`config.mk`:
```
export PLATFORM = sky130hd
export DESIGN_NAME = fp_add_seq
export DESIGN_NICKNAME = d
export VERILOG_FILES = /design/src/rtl/fp_add_pkg.sv /design/src/rtl/fp_unpack.sv /design/src/rtl/fp_add_seq.sv
export SDC_FILE = /design/constraint.sdc
export NUM_CORES = 1
export LEC_CHECK = 0
export CORE_UTILIZATION = 29
export CTS_CLUSTER_DIAMETER = 60
export CTS_CLUSTER_SIZE = 40
export DETAILED_ROUTE_END_ITERATION = 7
export GPL_ROUTABILITY_DRIVEN = 0
export RECOVER_POWER = 50
export SYNTH_ARGS = -nofsm -noshare
export SYNTH_HDL_FRONTEND = slang
export SYNTH_SLANG_ARGS = --single-unit
```
`constraint.sdc`:
```
create_clock -name clk -period 5.1 [get_ports clk]
set_input_delay 1.53 -clock clk [delete_from_list [all_inputs] [get_ports clk]]
set_output_delay 1.53 -clock clk [all_outputs]
set_load 0.05 [all_outputs]
```
`src/rtl/fp_add_pkg.sv`:
```
// Shared state, flag types and width helpers for the sequential floating-point adder.
// The FP_ADD_SPECIALS_EN macro (zero/Inf/NaN handling) is consumed by fp_unpack and fp_add_seq.
package fp_add_pkg;

    localparam int FP_EXP_W = 8;
    localparam int FP_MAN_W = 23;

    typedef enum logic [2:0] {
        IDLE,
        ALIGN,
        ADD,
        NORM,
        DONE
    } state_e;

    typedef struct packed {
        logic ovf;
        logic unf;
        logic zero;
    } flags_t;

    function automatic int fp_word_w(input int exp_w, input int man_w);
        return 1 + exp_w + man_w;
    endfunction

    // Hidden bit plus one carry bit above the stored fraction.
    function automatic int fp_sum_w(input int man_w);
        return man_w + 2;
    endfunction

endpackage

```
`src/rtl/fp_unpack.sv`:
```
// Splits an operand into sign/exponent/mantissa with the hidden bit restored.
// With FP_ADD_SPECIALS_EN defined it also classifies zero, Inf and NaN encodings.
module fp_unpack
    import fp_add_pkg::*;
#(
    parameter int EXP_W = FP_EXP_W,
    parameter int MAN_W = FP_MAN_W
) (
    input  logic [EXP_W+MAN_W:0] word,
`ifdef FP_ADD_SPECIALS_EN
    output logic                 is_zero,
    output logic                 is_inf,
    output logic                 is_nan,
`endif
    output logic                 sign,
    output logic [EXP_W-1:0]     expo,
    output logic [MAN_W:0]       mant
);

    logic [MAN_W-1:0] frac;

    assign sign = word[EXP_W+MAN_W];
    assign expo = word[EXP_W+MAN_W-1:MAN_W];
    assign frac = word[MAN_W-1:0];

`ifdef FP_ADD_SPECIALS_EN
    // A zero exponent also covers denormals, whose fraction is flushed.
    assign is_zero = (expo == '0);
    assign is_inf  = (expo == '1) && (frac == '0);
    assign is_nan  = (expo == '1) && (frac != '0);
    assign mant    = is_zero ? '0 : {1'b1, frac};
`else
    assign mant    = {1'b1, frac};
`endif

endmodule

```
`src/rtl/fp_add_seq.sv`:
```
// Multi-cycle floating-point adder: align, add, then normalise one bit per cycle; truncating.
// Define FP_ADD_SPECIALS_EN for zero/Inf/NaN handling and Inf on overflow.
module fp_add_seq
    import fp_add_pkg::*;
#(
    parameter int EXP_W = FP_EXP_W,
    parameter int MAN_W = FP_MAN_W
) (
    input  logic                 clk,
    input  logic                 reset,
    input  logic                 in_valid,
    output logic                 in_ready,
    input  logic [EXP_W+MAN_W:0] a,
    input  logic [EXP_W+MAN_W:0] b,
    output logic                 out_valid,
    input  logic                 out_ready,
    output logic [EXP_W+MAN_W:0] result,
    output logic [2:0]           flags,
    output logic                 busy
);

    localparam int WORD_W = fp_word_w(EXP_W, MAN_W);
    localparam int SUM_W  = fp_sum_w(MAN_W);
    localparam logic [EXP_W:0] EXP_LIMIT = {1'b0, {EXP_W{1'b1}}};

    state_e state, state_next;
    flags_t flags_q;
    logic [WORD_W-1:0] res_q;

    logic             ua_sign, ub_sign;
    logic [EXP_W-1:0] ua_exp, ub_exp;
    logic [MAN_W:0]   ua_mant, ub_mant;

    logic             sign_a, sign_b;
    logic [EXP_W-1:0] exp_a, exp_b;
    logic [MAN_W:0]   mant_a, mant_b;

    logic             big_sign, small_sign;
    logic [EXP_W-1:0] big_exp;
    logic [MAN_W:0]   big_mant, small_mant;

    logic [SUM_W-1:0] sum_q;
    logic [EXP_W-1:0] exp_q;
    logic             sign_q;

    logic             accept;
    logic [SUM_W-1:0] add_raw, add_sum;
    logic             add_sign, add_carry, add_ovf;
    logic [EXP_W:0]   add_exp;
    logic             sum_zero, sum_norm, exp_one;

    function automatic logic [MAN_W:0] align_shift(input logic [MAN_W:0] m,
                                                   input logic [EXP_W-1:0] d);
        if (int'(d) >= MAN_W + 1) return '0;
        return m >> d;
    endfunction

    function automatic logic [WORD_W-1:0] ovf_word(input logic s);
`ifdef FP_ADD_SPECIALS_EN
        return {s, {EXP_W{1'b1}}, {MAN_W{1'b0}}};
`else
        return {s, {(EXP_W-1){1'b1}}, 1'b0, {MAN_W{1'b1}}};
`endif
    endfunction

`ifdef FP_ADD_SPECIALS_EN
    logic ua_zero, ua_inf, ua_nan, ub_zero, ub_inf, ub_nan;
    logic special;
    logic [WORD_W-1:0] spec_res;
    flags_t spec_flags;

    fp_unpack #(.EXP_W(EXP_W), .MAN_W(MAN_W)) u_unpack_a (
        .word(a), .is_zero(ua_zero), .is_inf(ua_inf), .is_nan(ua_nan),
        .sign(ua_sign), .expo(ua_exp), .mant(ua_mant)
    );
    fp_unpack #(.EXP_W(EXP_W), .MAN_W(MAN_W)) u_unpack_b (
        .word(b), .is_zero(ub_zero), .is_inf(ub_inf), .is_nan(ub_nan),
        .sign(ub_sign), .expo(ub_exp), .mant(ub_mant)
    );

    assign special = ua_zero | ua_inf | ua_nan | ub_zero | ub_inf | ub_nan;

    always_comb begin
        spec_res   = '0;
        spec_flags = '0;
        if (ua_nan || ub_nan || (ua_inf && ub_inf && (ua_sign != ub_sign)))
            spec_res = {1'b0, {EXP_W{1'b1}}, 1'b1, {(MAN_W-1){1'b0}}};
        else if (ua_inf)
            spec_res = {ua_sign, {EXP_W{1'b1}}, {MAN_W{1'b0}}};
        else if (ub_inf)
            spec_res = {ub_sign, {EXP_W{1'b1}}, {MAN_W{1'b0}}};
        else if (ua_zero && ub_zero)
            spec_flags.zero = 1'b1;
        else if (ua_zero)
            spec_res = b;
        else
            spec_res = a;
    end
`else
    fp_unpack #(.EXP_W(EXP_W), .MAN_W(MAN_W)) u_unpack_a (
        .word(a), .sign(ua_sign), .expo(ua_exp), .mant(ua_mant)
    );
    fp_unpack #(.EXP_W(EXP_W), .MAN_W(MAN_W)) u_unpack_b (
        .word(b), .sign(ub_sign), .expo(ub_exp), .mant(ub_mant)
    );
`endif

    assign accept    = in_valid && (state == IDLE);
    assign in_ready  = (state == IDLE);
    assign busy      = (state != IDLE);
    assign out_valid = (state == DONE);
    assign result    = res_q;
    assign flags     = flags_q;

    // Signed-magnitude add; the larger magnitude decides the sign, exact cancellation gives +0.
    always_comb begin
        add_raw  = '0;
        add_sign = big_sign;
        if (big_sign == small_sign) begin
            add_raw = {1'b0, big_mant} + {1'b0, small_mant};
        end else if (big_mant >= small_mant) begin
            add_raw = {1'b0, big_mant} - {1'b0, small_mant};
        end else begin
            add_raw  = {1'b0, small_mant} - {1'b0, big_mant};
            add_sign = small_sign;
        end
        if (add_raw == '0) add_sign = 1'b0;
    end

    assign add_carry = add_raw[SUM_W-1];
    assign add_sum   = add_carry ? (add_raw >> 1) : add_raw;
    assign add_exp   = {1'b0, big_exp} + {{EXP_W{1'b0}}, add_carry};
    assign add_ovf   = (add_exp >= EXP_LIMIT);

    assign sum_zero = (sum_q == '0);
    assign sum_norm = sum_q[MAN_W];
    assign exp_one  = (exp_q == {{(EXP_W-1){1'b0}}, 1'b1});

    always_comb begin
        state_next = state;
        case (state)
            IDLE: begin
                if (accept) begin
`ifdef FP_ADD_SPECIALS_EN
                    state_next = special ? DONE : ALIGN;
`else
                    state_next = ALIGN;
`endif
                end
            end
            ALIGN: state_next = ADD;
            ADD:   state_next = add_ovf ? DONE : NORM;
            NORM:  if (sum_zero || sum_norm || exp_one) state_next = DONE;
            DONE:  if (out_ready) state_next = IDLE;
            default: state_next = IDLE;
        endcase
    end

    always_ff @(posedge clk) begin
        if (reset) begin
            state   <= IDLE;
            res_q   <= '0;
            flags_q <= '0;
        end else begin
            state <= state_next;
            case (state)
`ifdef FP_ADD_SPECIALS_EN
                IDLE: begin
                    if (accept && special) begin
                        res_q   <= spec_res;
                        flags_q <= spec_flags;
                    end
                end
`endif
                ADD: begin
                    if (add_ovf) begin
                        res_q   <= ovf_word(add_sign);
                        flags_q <= '{ovf: 1'b1, unf: 1'b0, zero: 1'b0};
                    end
                end
                NORM: begin
                    if (sum_zero) begin
                        res_q   <= '0;
                        flags_q <= '{ovf: 1'b0, unf: 1'b0, zero: 1'b1};
                    end else if (sum_norm) begin
                        res_q   <= {sign_q, exp_q, sum_q[MAN_W-1:0]};
                        flags_q <= '0;
                    end else if (exp_one) begin
                        res_q   <= '0;
                        flags_q <= '{ovf: 1'b0, unf: 1'b1, zero: 1'b1};
                    end
                end
                default: ;
            endcase
        end
    end

    // p0: capture operands; p1: align; p2: add; p3+: normalise in place.
    always_ff @(posedge clk) begin
        case (state)
            IDLE: begin
                if (accept) begin
                    sign_a <= ua_sign;
                    sign_b <= ub_sign;
                    exp_a  <= ua_exp;
                    exp_b  <= ub_exp;
                    mant_a <= ua_mant;
                    mant_b <= ub_mant;
                end
            end
            ALIGN: begin
                if (exp_a >= exp_b) begin
                    big_sign   <= sign_a;
                    big_exp    <= exp_a;
                    big_mant   <= mant_a;
                    small_sign <= sign_b;
                    small_mant <= align_shift(mant_b, exp_a - exp_b);
                end else begin
                    big_sign   <= sign_b;
                    big_exp    <= exp_b;
                    big_mant   <= mant_b;
                    small_sign <= sign_a;
                    small_mant <= align_shift(mant_a, exp_b - exp_a);
                end
            end
            ADD: begin
                sum_q  <= add_sum;
                exp_q  <= add_exp[EXP_W-1:0];
                sign_q <= add_sign;
            end
            NORM: begin
                if (!sum_zero && !sum_norm) begin
                    sum_q <= sum_q << 1;
                    exp_q <= exp_q - 1'b1;
                end
            end
            default: ;
        endcase
    end

endmodule

```
==> results_dict.tcl <==
set metrics [dict create \
    status "finished, violations left" \
    violations "max-capacitance violations, max-slew violations, negative setup slack" \
    synth_most_common_cell "nand2_1" \
    start_util_pct 29.5 \
    fin_area_um2 17400 \
    crit_path_top_delay_cell "fa_1" \
    area_growth_pct 20.6 \
    path_max_fanout 3 \
    cts.path.max_buffers 2 \
    synth_common_cells "nand2_1 (173), edfxtp_1 (155), nor2_1 (137)" \
    drc_errors 0 \
    syn-cell-area_um2 14500 \
    worstSetupStartpointType "register" \
    antenna_found_initial 1 \
    die_h_um 225 \
    worstSkewPairLatency_ns 0.47 \
    dp.cells 2346 \
    clock-sinks 193 \
    rrSetupSlack_ns -0.04 \
    hold_viol_final 0 \
    die_area_um2 50800 \
    slew_headroom_pct -17.4 \
    cts-root-buf "clkbuf_16" \
    instances_no_fill 2394 \
    synth_cell_types 91 \
    required_ns 5.43 \
    setup_slack_ns -0.0374 \
    port_buffers 105 \
    fin_nets 1877 \
    fin_crit_ns 5.14 \
    std_cell_rows 81 \
    rsz0062_at_grt "yes" \
    synthTopCellsByArea "edfxtp_1 (32%), ha_1 (7.6%), dfxtp_1 (5.3%)" \
    synth_top_area_share_pct 32.2 \
    cp-endpoint "result[31]" \
    fin_crit_sh_pct 101 \
    skew_ns 0.0131 \
    synth_area_leader_cell "edfxtp_1" \
    grt_pass1_wl_mm 67.2 \
    ir_worst_vdd_v 0.000208 \
    synth-main-ff-cell "edfxtp_1" \
    viasPerCell 5.36 \
    async_reset_ff_share_pct 0 \
    hold_path.class "reg -> reg" \
    core-area_um2 49100 \
    reg2reg_to "result[31]" \
    dieWidth_um 225 \
    tightest_slew_ns 1.76 \
    postPlaceCellArea_um2 16600 \
    syn_inst 1603 \
    cp-end-kind "register" \
    grt_max_degree 65 \
    arrival_ns 5.46 \
    synthesis.nets 1764 \
    drv_cap 2 \
    detailed_place_hpwl_mm 33.4 \
    worstSetupPathType "reg -> reg" \
    critPathLaunch "small_mant[0]" \
    p_per_area_nw_per_um2 345 \
    reg2reg_depth 25 \
    cts-htree-levels 4 \
    drt_iter0_drc 1360 \
    yosysSeqAreaShare_pct 37.5 \
    finish.utilization_pct 35.6 \
    timing_max_transition_violations_final 99 \
    reg2reg_from "small_mant[0]" \
    p_leak_uw 0.00655 \
    cts_tree "done" \
    grt_pass1_vias 12000 \
    avgSynthCellArea_um2 9.02 \
    dr.pass1.iters 6 \
    final_antenna_net_count 0 \
    crit_top_cell "buf_4" \
    synth_edf_count 155 \
    routedWlPerCell_um 18.0 \
    synth_seq_cells 193 \
    grt.total_usage_pct 16.8 \
    routed_wl_mm 43.1 \
    path_clk_slew_ns 0.07 \
    io_pins 106 \
    cts_buffers 17 \
    hp-start "result[3]" \
    yosysWarnings 0 \
    gr-total-overflow 0 \
    vias 12800 \
    max_freq_mhz 195 \
    worst_path_largest_cell_delay_ns 0.39 \
    drive_gt1_share_pct 13.0 \
    finalSetupViolations 1 \
]
where the power goes:
| part | switching, uW | total, uW | internal (uW) |
|---|---|---|---|
| Combinational | 1650 | 2650 | 998 |
| Sequential | 134 | 2060 | 1930 |
| Clock | 649 | 1320 | 669 |
| Total | 2430 | 6030 | 3600 |
logic make-up (layout without fill, tap and decap cells):
| group | count (synthesis) | after routing | synth area share [%] |
|---|---|---|---|
| muxes | 116 | 116 | 8.92 |
| AOI/OAI and AO/OA | 456 | 456 | 21.1 |
| buffers and inverters | 202 | 328 | 5.64 |
| DFF | 193 | 193 | 37.5 |
| and+or+nand+nor | 500 | 500 | 16.0 |
| xor gates and xnor gates | 43 | 43 | 2.60 |
| adders and majority gates | 93 | 93 | 8.31 |
| other | 0 | 1 | 0 |
cells in the final DEF, fill, tap and decap left out, types with 9 or more instances in the layout:
| master | Yosys | layout |
|---|---|---|
| a211oi_1 | 27 | 25 |
| a21o_1 | 14 | 14 |
| a21oi_1 | 98 | 96 |
| a311oi_1 | 24 | 24 |
| a31oi_1 | 27 | 26 |
| buf_4 | 4 | 77 |
| clkbuf_16 | 0 | 21 |
| clkdlybuf4s50_1 | 0 | 27 |
| dfxtp_1 | 38 | 38 |
| dlygate4sd3_1 | 0 | 78 |
| edfxtp_1 | 155 | 155 |
| ha_1 | 88 | 83 |
| inv_1 | 103 | 101 |
| mux2_2 | 43 | 42 |
| mux2i_1 | 67 | 67 |
| nand2_1 | 173 | 173 |
| nand3_1 | 32 | 32 |
| nand4_1 | 22 | 22 |
| nor2_1 | 137 | 134 |
| nor2b_1 | 25 | 25 |
| nor3_1 | 39 | 36 |
| nor4_1 | 14 | 13 |
| o21a_1 | 12 | 12 |
| o21ai_0 | 108 | 106 |
| o21ai_1 | 12 | 13 |
| o22ai_1 | 17 | 17 |
| o31ai_1 | 10 | 10 |
| or3_1 | 9 | 9 |
| xnor2_1 | 29 | 26 |
| xor2_1 | 14 | 14 |
critical path, delay by kind of cell (launching register included):
family,cells,cell delay [ns]
xor+xnor,1,0.17
fa+ha+maj,3,0.71
compound gates,9,1.78
buf+inv,4,0.42
flops,1,0.36
simple gates,8,1.54
layer usage:
metal,global-route usage (%),routed length [um],up-vias
met2,27.0,19700,605
met5,0,0,-
met4,5.38,1120,0
met1,23.0,19500,6017
met3,2.80,2840,84
li1,-,-,6126
repair_timing:
action | 4_1_cts | 5_1_grt
setup buffers | 0 | 11
hold buffers | 0 | 0
setup endpoints to repair | 1 | 35
pin swaps | 1 | 26
gates cloned | 0 | 4
resized for setup | 4 | 23
sequential cells by signal, summed over array words and instances (netlist names):
name / cells
state: 3
small_mant: 24
mant_b: 23
flags: 3
big_exp: 8
sum_q: 25
result: 32
big_mant: 23
exp_q: 8
exp_b: 8
big_sign: 1
sign_q: 1
sign_b: 1
exp_a: 8
sign_a: 1
small_sign: 1
mant_a: 23
through the flow:
stage | TNS (ns) | setup slack, ns | hold WS, ns | total power, uW
6_report | -0.0374 | -0.0374 | 0.492 | 6030
5_1_grt | -5.86 | -0.344 | 0.514 | 6360
3_5_place_dp | -0.102 | -0.102 | 0.489 | 4640
4_1_cts | 0 | 0.0220 | 0.499 | 5970
3_3_place_gp | 0 | 0.0984 | 0.491 | 4620
2_1_floorplan | -0.119 | -0.119 | 0.531 | 3860
how the worst min path moves through the flow:
| stage | slack (ns) | cells after the start | to |
|---|---|---|---|
| after detailed placement | 0.49 | 2 | result[3] |
| after CTS | 0.50 | 2 | result[3] |
| final | 0.49 | 2 | result[3] |
| after floorplan | 0.53 | 2 | state[0] |
| after global placement | 0.49 | 2 | result[3] |
| after global routing | 0.51 | 2 | result[18] |
cell type report:
| class | count | area, um2 |
|---|---|---|
| antenna | 1 | 2.50 |
| clock buffer | 18 | 450 |
| clock inverter | 14 | 116 |
| fill | 5044 | 31600 |
| inverter | 103 | 387 |
| multi-input combinational | 1208 | 8440 |
| sequential | 193 | 5420 |
| tap | 664 | 831 |
| timing repair buffer | 193 | 1800 |
Power figures use the tool's default switching activity.
